--- config.mk ---
export PLATFORM = sky130hd
export DESIGN_NAME = uart_rx
export DESIGN_NICKNAME = d
export VERILOG_FILES = /design/src/rtl/uart_rx.sv
export SDC_FILE = /design/constraint.sdc
export NUM_CORES = 1
export LEC_CHECK = 0
export BUFFER_PORTS_ARGS = -buffer_cell sky130_fd_sc_hd__buf_2
export CORE_MARGIN = 2
export CORE_UTILIZATION = 45
export CTS_BUF_LIST = sky130_fd_sc_hd__clkbuf_4 sky130_fd_sc_hd__clkbuf_8
export CTS_CLUSTER_SIZE = 30
export DETAILED_ROUTE_END_ITERATION = 8
export MAX_ROUTING_LAYER = met4
export PLACE_DENSITY = 0.65
export SYNTH_ARGS = -nofsm -noshare
export SYNTH_HDL_FRONTEND = slang
export SYNTH_SLANG_ARGS = --single-unit
--- constraint.sdc ---
create_clock -name CLK -period 3 [get_ports CLK]
set_clock_uncertainty 0.15 [all_clocks]
set_input_delay 0.45 -clock CLK [delete_from_list [all_inputs] [get_ports CLK]]
set_output_delay 0.45 -clock CLK [all_outputs]
set_load 0.01 [all_outputs]
--- src/rtl/uart_rx.sv ---
// 8N1 UART receiver: 16x oversampling, mid-bit sampling, valid/ack byte handoff.
// Flags a low stop bit (FRAME_ERR) and a byte arriving while the previous one is unread (OVERRUN).
module uart_rx #(
  parameter int I_freq = 32000000,
  parameter int O_freq = 115200,
  parameter int OVS    = 16
) (
  input  logic       CLK,
  input  logic       RST,
  input  logic       RX,
  output logic [7:0] DATA_OUT,
  output logic       RX_VALID,
  input  logic       RX_ACK,
  output logic       FRAME_ERR,
  output logic       OVERRUN
);

  localparam int DIV_RAW = (I_freq + (O_freq * OVS) / 2) / (O_freq * OVS);
  localparam int DIV     = (DIV_RAW < 1) ? 1 : DIV_RAW;
  localparam int CW      = (DIV > 1) ? $clog2(DIV) : 1;
  localparam int TW      = (OVS > 1) ? $clog2(OVS) : 1;

  typedef enum logic [1:0] {IDLE, START, DATA, STOP} state_t;

  state_t          state;
  logic            rx_m;
  logic            rx_s;
  logic [CW-1:0]   div_cnt;
  logic [TW-1:0]   tick_cnt;
  logic [2:0]      bit_idx;
  logic [7:0]      shreg;
  logic            done;
  logic            tick;
  logic            mid_start;
  logic            bit_end;

  assign tick      = (div_cnt == CW'(DIV - 1));
  assign mid_start = tick && (tick_cnt == TW'(OVS / 2 - 1));
  assign bit_end   = tick && (tick_cnt == TW'(OVS - 1));

  always_ff @(posedge CLK or negedge RST) begin
    if (!RST) begin
      state     <= IDLE;
      rx_m      <= 1'b1;
      rx_s      <= 1'b1;
      div_cnt   <= '0;
      tick_cnt  <= '0;
      bit_idx   <= '0;
      done      <= 1'b0;
      DATA_OUT  <= 8'h00;
      RX_VALID  <= 1'b0;
      FRAME_ERR <= 1'b0;
      OVERRUN   <= 1'b0;
    end else begin
      rx_m      <= RX;
      rx_s      <= rx_m;
      div_cnt   <= tick ? '0 : div_cnt + 1'b1;
      done      <= 1'b0;
      FRAME_ERR <= 1'b0;
      OVERRUN   <= 1'b0;

      // Delivery one cycle after the stop sample; an ack in that cycle frees the slot for the new byte.
      if (done) begin
        if (!RX_VALID) begin
          DATA_OUT <= shreg;
          RX_VALID <= 1'b1;
        end else if (RX_ACK) begin
          DATA_OUT <= shreg;
        end else begin
          OVERRUN <= 1'b1;
        end
      end else if (RX_VALID && RX_ACK) begin
        RX_VALID <= 1'b0;
      end

      case (state)
        IDLE: begin
          if (!rx_s) begin
            state    <= START;
            div_cnt  <= '0;
            tick_cnt <= '0;
          end
        end
        START: begin
          if (mid_start) begin
            tick_cnt <= '0;
            if (rx_s) begin
              state <= IDLE;
            end else begin
              state   <= DATA;
              bit_idx <= '0;
            end
          end else if (tick) begin
            tick_cnt <= tick_cnt + 1'b1;
          end
        end
        DATA: begin
          if (bit_end) begin
            tick_cnt <= '0;
            if (bit_idx == 3'd7) state <= STOP;
            else                 bit_idx <= bit_idx + 1'b1;
          end else if (tick) begin
            tick_cnt <= tick_cnt + 1'b1;
          end
        end
        STOP: begin
          if (bit_end) begin
            tick_cnt <= '0;
            state    <= IDLE;
            if (rx_s) done      <= 1'b1;
            else      FRAME_ERR <= 1'b1;
          end else if (tick) begin
            tick_cnt <= tick_cnt + 1'b1;
          end
        end
        default: state <= IDLE;
      endcase
    end
  end

  // Payload register carries no reset; it is only observed after a complete frame.
  always_ff @(posedge CLK) begin
    if (state == DATA && bit_end) shreg[bit_idx] <= rx_s;
  end

endmodule

==> flow_summary.yaml <==
outcome:
  status: "complete, no violations"
cts:
  htreeDepth: 2
  postCtsSetupBuffers: 0
  cts_buffer_depth: 2
  clkSinkCount: 36
  cts_root_buffer: "clkbuf_8"
  clk_latency_ns: 0.29
  cts_tree: "yes"
  numCtsBuffers: 5
  ctsHoldBuffers: 0
  clkTransAtPathRegs_ns: 0.07
  ctsResizeCount: 0
place:
  dp_worst_setup_slack_ns: 1.07
  dp_hpwl_mm: 1.97
  port_buffers: 14
  dpl.cell_count: 197
  gp_congestion: 0.853
setup_path:
  critPathMaxStageDelay_ns: 0.43
  startpoint_type: "flop"
  cp-end-kind: "flop"
  crit_path_top_delay_cell: "dfrtp_1"
  path_class: "reg2reg"
  cp_data_arrival_time_ns: 1.79
  required_ns: 2.82
  crit_chain: "ha_1, and4b_2, nand3_1, nor4_1"
  critPathMaxFanout: 6
global_route:
  grt_antenna_before_repair: 0
  grt_max_degree: 29
  grt_pass1_vias: 1069
  grtUsageTotal_pct: 15.6
  grt_pass1_wl_mm: 4.88
  gr-total-overflow: 0
sta:
  period_needed_ns: 1.97
  grt_setup_unrepaired: "false"
  min_period_over_period_pct: 65.6
  max-slew-margin-rel_pct: 53.5
  fmax_mhz: 508
  final-max-slew-violation-count: 0
  setup_violations: 0
  setup_ws_ns: 1.03
  tns_ns: 0
  final_hold_viol_count: 0
  tightest_slew_ns: 0.692
floorplanning:
  core_um2: 3660
  rows: 22
  start_util_pct: 46.8
  die_x_um: 65.7
  dieArea_um2: 4310
  die_height_um: 65.7
  ios: 15
synthesis:
  synthArstFlopShare_pct: 77.8
  synth_area_leaders: "dfrtp_1 38%, edfxtp_1 14%, mux2_2 5.3%"
  synth.net_count: 148
  synth_area_per_cell_um2: 12.3
  ys_warn_count: 0
  seq_area_frac_synth_pct: 55.1
  ys_types: 47
  synth_cells: 139
  synth_area_um2: 1710
  synth-edff-count: 8
  synth.top_cell.area_share_pct: 38.0
  synth_top_area_cell: "dfrtp_1"
  synth_common_cells: "26 x dfrtp_1, 10 x nand2_1, 8 x edfxtp_1, 8 x inv_1, 8 x mux2_2"
  ys_ff_latch: 36
  synth_flop_cell: "dfrtp_1"
  yosysMostFrequentCell: "dfrtp_1"
detailed_routing:
  wirelength_mm: 2.86
  vias: 1118
  drtIter0Drc: 26
  antenna_left: 0
  vias_per_cell: 5.45
  drc: 0
  first_pass_iters: 4
  wl_per_cell_um: 13.9
final_layout:
  final_util_pct: 52.1
  fillers: 333
  fin_cells: 205
  fin_nets: 165
  areaGrowthSynthToFinish_pct: 11.4
  drive_above_1_share_pct: 24.2
  diodes: 0
power_and_ir_drop:
  p_leak_uw: 0.000867
  ir_worst_vdd_uv: 258
  finalPower_uw: 939
  power.density_nw_per_um2: 492
job:
  drv_cap: 0
hold_path:
  hold_path.class: "in2async"
-- metrics by stage --
step                      hold slack, ns  instance area, um^2
final                             0.0221                 1910
after global routing              0.0652                 1910
after floorplan                  0.00441                 1710
after detailed placement           0.199                 1800
after global placement             0.195                 1800
after CTS                         0.0441                 1910
-- routing by layer --
metal | GRT usage, % | up-vias | share of wire, %
met5 | - | - | 0
met4 | 5.47 | 0 | 1.7
met3 | 5.65 | 8 | 5.0
met2 | 25.0 | 29 | 46
met1 | 18.2 | 533 | 48
li1 | - | 548 | -
-- worst paths after layout --
kind | from | end | slack, ns | cells after the start
setup / recovery | tick_cnt[0] | shreg[1] | 1.03 | 4
hold / removal | RST | async pin | 0.02 | 1
setup reg to reg | tick_cnt[0] | shreg[1] | 1.03 | 4
hold reg to reg | rx_m | rx_s | 0.21 | 0
max in group asynchronous | RST | bit_idx[2] | 2.28 | 1
min in group CLK | RX | rx_m | 0.11 | 1
-- worst max-delay path, delay by kind of cell (launching register included) --
| kind | cells | cell delay (ns) |
|---|---|---|
| and+or+nand+nor | 3 | 0.79 |
| DFF | 1 | 0.43 |
| adders and majority gates | 1 | 0.28 |
-- cells by family (layout without fill, tap and decap cells) --
| group | after synthesis | in the layout | share of synthesized area [%] |
|---|---|---|---|
| multiplexers | 14 | 14 | 8.99 |
| flip-flops | 36 | 36 | 55.1 |
| XOR/XNOR | 2 | 2 | 1.02 |
| AND/OR/NAND/NOR | 52 | 52 | 19.2 |
| AO/OA/AOI/OAI | 18 | 18 | 7.60 |
| adder cells (fa/ha/maj) | 5 | 5 | 3.65 |
| buffers and inverters | 12 | 30 | 4.46 |
-- where the power goes --
part	internal, uW	leakage (uW)	switching (uW)	total, uW
Clock	255	0.0000586	167	423
Combinational	2.52	0.000377	7.87	10.4
Sequential	503	0.000431	2.95	506
-- placed cells by master (no fill, tap or decap), types with 3 or more instances in the layout --
master and count:
edfxtp_1 8, mux2i_1 3, nor2_1 7, nand2_1 10, nand3_1 6, and4_1 3
inv_1 8, nor4_1 3, buf_2 14, clkbuf_8 5, a21oi_1 4, mux2_2 8
nor3_1 5, mux2_1 3, ha_1 5, dfrtp_1 26
-- state kept, by name (all words and copies together), names as in the netlist, named ones only --
| register | cells |
|---|---|
| DATA_OUT | 8 |
| tick_cnt | 4 |
| RX_VALID | 1 |
| bit_idx | 3 |
| done | 1 |
| OVERRUN | 1 |
| FRAME_ERR | 1 |
| div_cnt | 5 |
| state | 1 |
| shreg | 8 |
| rx_s | 1 |
| rx_m | 1 |
-- layout make-up --
cell class / instances / area (um^2) / area share (%)
clock inverters: 2 / 35.0 / 1.84
clock buffers: 6 / 76.3 / 4.00
inverters: 8 / 30.0 / 1.57
multi-input cells: 91 / 692 / 36.3
repair buffers: 14 / 70.1 / 3.67
well taps: 48 / 60.1 / 3.15
flip-flops and latches: 36 / 943 / 49.5
Note: power is estimated with default switching activity, not from simulation.
